$ cat src/rtl/a2d_pkg.sv
// Shared channel and main-FSM definitions for the A2D interface.
// Latency: none (types and pure functions only).
// Backpressure: not applicable.
package a2d_pkg;

    typedef enum logic [1:0] {LFT, RGHT, BATT} chnl_t;

    localparam logic [2:0] LFT_CODE  = 3'd0;
    localparam logic [2:0] RGHT_CODE = 3'd4;
    localparam logic [2:0] BATT_CODE = 3'd5;

    typedef enum logic [2:0] {IDLE, CMD, GAP, READ, UPD} state_t;

    function automatic logic [2:0] chnl_code(input chnl_t c);
        case (c)
            RGHT:    chnl_code = RGHT_CODE;
            BATT:    chnl_code = BATT_CODE;
            default: chnl_code = LFT_CODE;
        endcase
    endfunction

    function automatic chnl_t chnl_next(input chnl_t c);
        case (c)
            LFT:     chnl_next = RGHT;
            RGHT:    chnl_next = BATT;
            default: chnl_next = LFT;
        endcase
    endfunction

    function automatic logic [15:0] cmd_word(input chnl_t c);
        cmd_word = {2'b00, chnl_code(c), 11'h000};
    endfunction

endpackage

$ cat src/rtl/a2d_intf_spi_mstr16.sv
// 16-bit SPI master, mode 3 (SCLK idle high, MOSI changes on fall, MISO sampled on rise).
// Latency: half-period front porch + 16 SCLK periods + half-period back porch; done pulses as SS_n rises.
// Backpressure: wrt is only honoured while idle; requests arriving mid-transfer are dropped.
module spi_mstr16 #(
    parameter int SCLK_DIV_W = 5
) (
    input  logic        clk,
    input  logic        rst_n,
    input  logic        wrt,
    input  logic [15:0] cmd,
    output logic        done,
    output logic [15:0] rd_data,
    output logic        SS_n,
    output logic        SCLK,
    output logic        MOSI,
    input  logic        MISO
);

    typedef enum logic [1:0] {SPI_IDLE, FRONT, SHIFT, BACK} spi_state_t;

    localparam int                    HALF      = 1 << (SCLK_DIV_W - 1);
    localparam logic [SCLK_DIV_W-1:0] HALF_LAST = SCLK_DIV_W'(HALF - 1);
    localparam logic [SCLK_DIV_W-1:0] FULL_LAST = '1;
    localparam logic [SCLK_DIV_W-1:0] DIV_ONE   = SCLK_DIV_W'(1);

    spi_state_t            state;
    logic [SCLK_DIV_W-1:0] div;
    logic [3:0]            bit_cnt;
    logic [15:0]           tx_shft;
    logic [15:0]           rx_shft;

    assign rd_data = rx_shft;

    always_ff @(posedge clk or negedge rst_n) begin
        if (!rst_n) begin
            state   <= SPI_IDLE;
            div     <= '0;
            bit_cnt <= 4'd0;
            tx_shft <= 16'h0000;
            rx_shft <= 16'h0000;
            SS_n    <= 1'b1;
            SCLK    <= 1'b1;
            MOSI    <= 1'b0;
            done    <= 1'b0;
        end else begin
            done <= 1'b0;
            case (state)
                SPI_IDLE: begin
                    if (wrt) begin
                        SS_n    <= 1'b0;
                        div     <= '0;
                        bit_cnt <= 4'd0;
                        tx_shft <= cmd;
                        state   <= FRONT;
                    end
                end
                FRONT: begin
                    if (div == HALF_LAST) begin
                        SCLK    <= 1'b0;
                        MOSI    <= tx_shft[15];
                        tx_shft <= {tx_shft[14:0], 1'b0};
                        div     <= '0;
                        state   <= SHIFT;
                    end else begin
                        div <= div + DIV_ONE;
                    end
                end
                SHIFT: begin
                    // div wraps at FULL_LAST, giving the full SCLK period for free
                    div <= div + DIV_ONE;
                    if (div == HALF_LAST) begin
                        SCLK    <= 1'b1;
                        rx_shft <= {rx_shft[14:0], MISO};
                        bit_cnt <= bit_cnt + 4'd1;
                        if (bit_cnt == 4'd15) begin
                            div   <= '0;
                            state <= BACK;
                        end
                    end else if (div == FULL_LAST) begin
                        SCLK    <= 1'b0;
                        MOSI    <= tx_shft[15];
                        tx_shft <= {tx_shft[14:0], 1'b0};
                    end
                end
                BACK: begin
                    if (div == HALF_LAST) begin
                        SS_n  <= 1'b1;
                        MOSI  <= 1'b0;
                        done  <= 1'b1;
                        state <= SPI_IDLE;
                    end else begin
                        div <= div + DIV_ONE;
                    end
                end
                default: state <= SPI_IDLE;
            endcase
        end
    end

endmodule

$ cat src/rtl/a2d_intf.sv
// Round-robin A2D reader (lft ch0, rght ch4, batt ch5); A2D_AVG_EN enables 2-sample averaging.
// Latency: two back-to-back SPI transfers plus 3 clks from nxt to the cnv_cmplt pulse.
// Backpressure: nxt is dropped unless idle; nothing is queued.
module a2d_intf #(
    parameter int SCLK_DIV_W = 5
) (
    input  logic        clk,
    input  logic        rst_n,
    input  logic        nxt,
    output logic [11:0] lft_ld,
    output logic [11:0] rght_ld,
    output logic [11:0] batt,
    output logic        cnv_cmplt,
    output logic        SS_n,
    output logic        SCLK,
    output logic        MOSI,
    input  logic        MISO
);

    import a2d_pkg::*;

    state_t      state;
    chnl_t       chnl;
    logic        wrt;
    logic [15:0] cmd;
    logic        done;
    logic [15:0] rd_data;
    logic [11:0] raw;
    logic [11:0] res;
    logic        rd_unused;

    // Upper nibble of the A2D reply carries no conversion data
    assign rd_unused = ^rd_data[15:12];

    spi_mstr16 #(.SCLK_DIV_W(SCLK_DIV_W)) u_spi (
        .clk     (clk),
        .rst_n   (rst_n),
        .wrt     (wrt),
        .cmd     (cmd),
        .done    (done),
        .rd_data (rd_data),
        .SS_n    (SS_n),
        .SCLK    (SCLK),
        .MOSI    (MOSI),
        .MISO    (MISO)
    );

`ifdef A2D_AVG_EN
    logic [11:0] prev_lft;
    logic [11:0] prev_rght;
    logic [11:0] prev_batt;
    logic [11:0] prev_sel;

    always_comb begin
        case (chnl)
            RGHT:    prev_sel = prev_rght;
            BATT:    prev_sel = prev_batt;
            default: prev_sel = prev_lft;
        endcase
        res = 12'(({1'b0, raw} + {1'b0, prev_sel}) >> 1);
    end

    always_ff @(posedge clk or negedge rst_n) begin
        if (!rst_n) begin
            prev_lft  <= 12'h000;
            prev_rght <= 12'h000;
            prev_batt <= 12'h000;
        end else if (state == UPD) begin
            case (chnl)
                LFT:     prev_lft  <= raw;
                RGHT:    prev_rght <= raw;
                BATT:    prev_batt <= raw;
                default: ;
            endcase
        end
    end
`else
    always_comb res = raw;
`endif

    always_ff @(posedge clk or negedge rst_n) begin
        if (!rst_n) begin
            state     <= IDLE;
            chnl      <= LFT;
            wrt       <= 1'b0;
            cmd       <= 16'h0000;
            raw       <= 12'h000;
            cnv_cmplt <= 1'b0;
            lft_ld    <= 12'h000;
            rght_ld   <= 12'h000;
            batt      <= 12'h000;
        end else begin
            wrt       <= 1'b0;
            cnv_cmplt <= 1'b0;
            case (state)
                IDLE: begin
                    if (nxt) begin
                        wrt   <= 1'b1;
                        cmd   <= cmd_word(chnl);
                        state <= CMD;
                    end
                end
                CMD: begin
                    if (done) state <= GAP;
                end
                GAP: begin
                    wrt   <= 1'b1;
                    cmd   <= 16'h0000;
                    state <= READ;
                end
                READ: begin
                    if (done) begin
                        raw   <= rd_data[11:0];
                        state <= UPD;
                    end
                end
                UPD: begin
                    case (chnl)
                        LFT:     lft_ld  <= res;
                        RGHT:    rght_ld <= res;
                        BATT:    batt    <= res;
                        default: ;
                    endcase
                    cnv_cmplt <= 1'b1;
                    chnl      <= chnl_next(chnl);
                    state     <= IDLE;
                end
                default: state <= IDLE;
            endcase
        end
    end

endmodule

$ cat config.mk
export PLATFORM = sky130hd
export DESIGN_NAME = a2d_intf
export DESIGN_NICKNAME = d
export VERILOG_FILES = /design/src/rtl/a2d_pkg.sv /design/src/rtl/a2d_intf_spi_mstr16.sv /design/src/rtl/a2d_intf.sv
export SDC_FILE = /design/constraint.sdc
export NUM_CORES = 1
export LEC_CHECK = 0
export BUFFER_PORTS_ARGS = -buffer_cell sky130_fd_sc_hd__buf_4
export CAP_MARGIN = 20
export CORE_UTILIZATION = 54
export CTS_BUF_LIST = sky130_fd_sc_hd__clkbuf_8 sky130_fd_sc_hd__clkbuf_16
export DETAILED_ROUTE_END_ITERATION = 10
export PLACE_DENSITY = 0.72
export SLEW_MARGIN = 20
export SYNTH_ARGS = -nofsm -noshare
export SYNTH_HDL_FRONTEND = slang
export SYNTH_SLANG_ARGS = --single-unit
$ cat constraint.sdc
create_clock -name clk -period 3.2 [get_ports clk]
set_clock_uncertainty 0.05 [all_clocks]
set_input_delay 0.16 -clock clk [delete_from_list [all_inputs] [get_ports clk]]
set_output_delay 0.16 -clock clk [all_outputs]
set_load 0.01 [all_outputs]
[Word level (Yosys, flattened, before mapping)]
Index checks and enable logic that the tools add are counted.
Storage, ports and cells
  flip-flop bits (word level): 114
  input bits: 4
  output and inout bits: 40
  word-level logic and storage cells: 111
Operators by class
  $add $sub $neg: 2
  equality and inequality tests: 24
  muxes and demuxes: 44
  reduce and logical (&&, ||, !) cells: 23
Operator list (count)
  two-way mux 16 bit: 5
  one-hot mux 16 bit (3 select lines): 1
  one-hot mux 16 bit (2 select lines): 1
  two-way mux 5 bit: 5
  one-hot mux 5 bit (4 select lines): 1
  AND reduction 5 bit: 3
  != test 2 x 1 -> 1 bit, second input constant: 7
  AND reduction 2 bit: 7
  two-way mux 1 bit: 12
  one-hot mux 3 bit (4 select lines): 1
  AND reduction 3 bit: 4
  two-way mux 2 bit: 5
  two-way mux 3 bit: 3
  two-way mux 4 bit: 2
  != test 2 bit, second input constant: 4
  one-hot mux 2 bit (4 select lines): 1
  one-hot mux 4 bit (2 select lines): 1
  nonzero test 2 bit: 4
  equality test 2 bit, second input constant: 3
  equality test 3 x 2 -> 1 bit, second input constant: 2
  one-hot mux 1 bit (2 select lines): 3
  one-hot mux 3 bit (2 select lines): 1
  nonzero test 3 bit: 2
  adder 5 x 1 -> 5 bit, second input constant: 1
  other kinds (12): 14

[Longest topological paths before layout]
  depth in word-level cells: 4
  mapped depth: 7
  mapped depth without buffers: 6

[By module]
Synthesis repeated with hierarchy kept, for this count alone.
Second synthesis, totals
  cells, all modules: 328
  area, all modules: 4838.4 um^2
By module, submodules not included
  spi_mstr16: instances 1, cells an instance 185, area each 2451.1 um^2, seq. area each 1178.6 um^2
  a2d_intf: instances 1, cells an instance 143, area each 2387.3 um^2, seq. area each 1426.4 um^2

[Worst setup path after synthesis]
OpenSTA, ideal clock, no wires.
  path kind: reg2reg
  start: register u_spi.div[0]
  end: register u_spi.rx_shft[10], in the netlist u_spi.rd_data[10]
  library setup time: 125 ps
  arrival time: 1537 ps
  data required time: 3025 ps
  path slack: 1488 ps
  cell stages (with the launch flop): 6
  buffers on the path: 1
  period minus slack after synthesis: 1712 ps
  cells stage by stage: dfrtp_1 -> ha_1 -> and4b_2 -> nand2_1 -> buf_2 -> mux2_2
Between the ends
  word-level cells in the longest chain between the ends: 2
RTL lines
  from (decl): RTL line a2d_intf_spi_mstr16.sv:27  | logic [SCLK_DIV_W-1:0] div;
  from (signal assigned): RTL line a2d_intf_spi_mstr16.sv:65  | div <= div + DIV_ONE;
  from (signal assigned): RTL line a2d_intf_spi_mstr16.sv:70  | div <= div + DIV_ONE;
  from (signal assigned): RTL line a2d_intf_spi_mstr16.sv:92  | div <= div + DIV_ONE;
  equality test 5 x 4 -> 1 bit: RTL line a2d_intf_spi_mstr16.sv:71  | if (div == HALF_LAST) begin
  AND reduction 2 bit (no source line)
  to (signal assigned): RTL line a2d_intf_spi_mstr16.sv:73  | rx_shft <= {rx_shft[14:0], MISO};
  to (decl): RTL line a2d_intf_spi_mstr16.sv:30  | logic [15:0] rx_shft;
No other way between the ends.
A chain may end at the register's enable or synchronous reset.

[Worst setup path in the final report]
  start: register u_spi.div[0]
  end: register u_spi.state[1]
Between the ends
  word-level cells in the longest chain between the ends: 3
  elaborated cells between the ends (all ways): 5
  classes of those cells: eq/ne: 4; reduce/logical: 1
RTL lines
  equality test 5 x 4 -> 1 bit *: RTL line a2d_intf_spi_mstr16.sv:58, a2d_intf_spi_mstr16.sv:71, a2d_intf_spi_mstr16.sv:86
  != test 2 x 1 -> 1 bit (no source line)
  AND reduction 5 bit (no source line) *
  to (signal assigned): RTL line a2d_intf_spi_mstr16.sv:63  | state <= SHIFT;
  to (signal assigned): RTL line a2d_intf_spi_mstr16.sv:77  | state <= BACK;
  to (signal assigned): RTL line a2d_intf_spi_mstr16.sv:90  | state <= SPI_IDLE;
  to (decl): RTL line a2d_intf_spi_mstr16.sv:26  | spi_state_t state;
Mark *: on every way between the ends. The rest lies on a longest branch, timed or not.

==> metrics.md <==
| Metric | Value |
|---|---|
| Outcome | finished clean |
| Mapped Cells | approximately 300 |
| Kind of end point of the critical path | register |
| GRT overflow | 0 |
| Rel. slew slack | 47.20% |
| Adder-Cell Fraction of Synth Area | roughly 3.3% |
| Most frequent cells in the layout | dfrtp_1, nand2_1, mux2_2 |
| N_diodes | 0 |
| Area Overhead vs Synth | 15.29% |
| Post-Synth XOR/XNOR Area | less than 1% |
| Final Max Slew Viols | 0 |
| Die ar. | 7308 um2 |
| Worst-Skew Late Latency | between 0.3 and 0.4 ns |
| Synth async-reset ratio | between 90% and 100% |
| CP max-delay cell | dfrtp_1 |
| DR iter-0 viols | ~150 |
| Min cycle time layout | 2.075 ns |
| CP Max Fanout | 13 |
| Most common cell after layout, fill and taps aside | dfrtp_1 |
| Warnings from Yosys | 0 |
| Num CTS Buffers | 9 |
| Buffers on Ports | 43 |
| DPL Wire Length | between 4 and 5 mm |
| Max-cap violations | 0 |
| Syn Area/Cell | between 10 and 15 um2 |
| Crit share post-route | between 60% and 70% |
| Total Routing Usage GR | a little under a fifth |
| Register bit total from synthesis | a little under 90 |
| Post-synth EDFFs | 0 |
| DRT Wirelength | around 6.4 mm |
| Post-synthesis simple-gate area fraction | approximately a tenth |
| RR Startpoint | u_spi.div[0]$_DFFE_PN0P_ |
| Starting Density | 55.70% |
| CP delay by family, top | simple AND/OR/NAND/NOR gates |
| Compound-cell area share of the yosys netlist | around 7.5% |
| Register area share after synthesis | around three fifths |
| DR WL/cell | ~15 um |
| Final #Nets | between 300 and 400 |
| Crit path DAT | between 2 and 2.5 ns |
| Post-Syn Area | roughly 3800 um2 |
| Final setup viols | 0 |
| Vias in the first global route | 2217 |
| Root buf cell | clkbuf_8 |
| RePlAce Congestion | roughly 0.83 |
| I/O pin count | 44 |
| Setup bufs post-CTS | 0 |
| Worst reg-to-reg setup slack | approximately 1.1 ns |
| CTS Sinks | between 80 and 90 |
| Worst-Margin Slew | slightly below 0.8 ns |
| Largest family of logic cells by synthesized area | multiplexers |
| Hold_buf cts | 1 |
| Leak pwr | 2.253 nW |
| Reg2reg path depth | 5 |
| Worst Hold Class | input pin to register |
| Via count | 2363 |
| Peak VDD IR | about 0.00022 V |
| H-tree Lvls | 3 |
| Worst Min Path Start | nxt |
| TritonRoute pass-1 iters | 6 |
| Required @ worst endpoint | roughly 3.4 ns |
| Die W | roughly 85 um |
| First-pass GRT wire length | 10.74 mm |
| CTS max path bufs | 2 |
| Kind of critical path | register to register |
| Num rows | 30 |
| Reg clk slew, reported paths | ~0.08 ns |
| Synth unique cells | between 40 and 50 |
| Power density over the cells | 436.3 nW/um2 |
| Final ANT Viol Nets | 0 |
| Largest net degree at the start of global routing | 90 |
| Critical path, cell by cell | ha_1 > nand4b_2 > o21ai_1 > nand3_1 > mux2_1 |
| # DRC | 0 |
| Post-CTS Resized | 0 |
| Ys flop type | dfrtp_1 |
| CP bufs+invs | 0 |
| Layout Utilization | between 60% and 70% |
| Fin Setup TNS | 0 ns |
| Hold Path Sink | wrt$_DFF_PN0_ |
| Highest clock rate | roughly 480 MHz |
| Post-Syn Nets | between 300 and 400 |
| Largest stage delay, worst path | between 0.3 and 0.4 ns |
| CTS tree | done |
| Die height | about 85 um |
| Share of cells above drive strength 1 | about a third |
| Post-synthesis mux area share | around 17% |
| Vias per std cell | around 5.5 |
| Antenna violations before repair | 0 |
| Core area | roughly 6800 um2 |
| Reg-to-reg endpoint | u_spi.state[1]$_DFFE_PN0P_ |
| CP Launch Type | register |
| Final Hold Viols | 0 |
| RSZ-0062 raised after global routing | no |
| Hold path depth | 3 |
-- per-stage QoR --
| stage | setup slack (ns) | cells | instance area (um2) | total power, mW | hold slack, ns |
|---|---|---|---|---|---|
| 2_1_floorplan | 1.488 | 301 | 3764 | 1.148 | -0.1856 |
| 4_1_cts | 1.139 | 429 | 4325 | 1.916 | 0.005368 |
| 5_1_grt | 0.9836 | 430 | 4339 | 1.965 | 0.1222 |
| 6_report | 1.125 | 430 | 4339 | 1.893 | 0.09494 |
| 3_5_place_dp | 1.147 | 413 | 4123 | 1.173 | 0.3572 |
| 3_3_place_gp | 1.222 | 413 | 4123 | 1.172 | 0.3462 |
-- registers in the layout (all words and copies together), names as in the netlist, 3 cells and up --
register	count
batt	12
lft_ld	12
raw	12
rght_ld	12
state	3
u_spi.bit_cnt	4
u_spi.div	5
u_spi.rd_data	12
u_spi.tx_shft	5
-- routing by layer --
layer / GRT usage, % / routed length (um) / part of all wire [%] / up-vias
met5: 0 / 0 / 0 / -
li1: - / - / - / 1132
met1: 28.09 / 3200 / 50 / 1170
met4: 9.242 / 102 / 1.6 / 0
met2: 27.27 / 2791 / 44 / 52
met3: 4.086 / 274 / 4.3 / 9
-- worst min-delay path: stages --
cell     delay [ns]
buf_4          0.08
o21ai_0        0.13
inv_1          0.08
-- area by class of cell --
class                           instances  area [um2]
Clock buffer                           10       137.6
Timing Repair Buffer                   45       346.6
Multi-Input combinational cell        189        1425
Inverter                               12       45.04
Fill cell                             528        2417
Sequential cell                        89        2230
Clock inverter                          5       55.05
Tap cell                               80       100.1
-- report_power, final --
| group | internal [mW] | switching, mW |
|---|---|---|
| logic | 0.00493 | 0.0215 |
| clock network | 0.377 | 0.366 |
| registers | 1.12 | 0.000616 |
| total | 1.51 | 0.388 |
-- cell usage after synthesis, drive strengths merged (4+ instances only) --
cell type  instances  area [um2]
clkbuf             4       15.01
ha                10       125.1
mux2i              4       40.04
dfrtp             87        2177
a21oi              5       25.02
buf                7       48.79
nand3              5       25.02
inv               12       45.04
and2               4       26.28
mux2              52       585.6
nor2               7       26.28
nand2             51       191.4
o21ai             15       78.83
a21o               5       38.79
-- worst max path at each step --
stage                     cells after the start                     start  slack [ns]                             to
after floorplan                               5  u_spi.div[0]$_DFFE_PN0P_        1.49  u_spi.rd_data[10]$_DFFE_PN0P_
after global placement                        5  u_spi.div[0]$_DFFE_PN0P_        1.22  u_spi.tx_shft[11]$_DFFE_PN0P_
after detailed placement                      5  u_spi.div[0]$_DFFE_PN0P_        1.15     u_spi.state[1]$_DFFE_PN0P_
after CTS                                     5  u_spi.div[0]$_DFFE_PN0P_        1.14     u_spi.state[1]$_DFFE_PN0P_
after global routing                          5  u_spi.div[0]$_DFFE_PN0P_        0.98     u_spi.state[1]$_DFFE_PN0P_
final                                         5  u_spi.div[0]$_DFFE_PN0P_        1.13     u_spi.state[1]$_DFFE_PN0P_
-- logic make-up (layout without fill, tap and decap cells) --
logic type                 count (synthesis)  in the layout
muxes                                     56             56
adders and majority gates                 10             10
and+or+nand+nor                           80             80
AOI/OAI and AO/OA                         42             42
DFF                                       89             89
xor gates and xnor gates                   1              1
buffers and inverters                     23             72
Note: power is estimated with default switching activity, not from simulation.
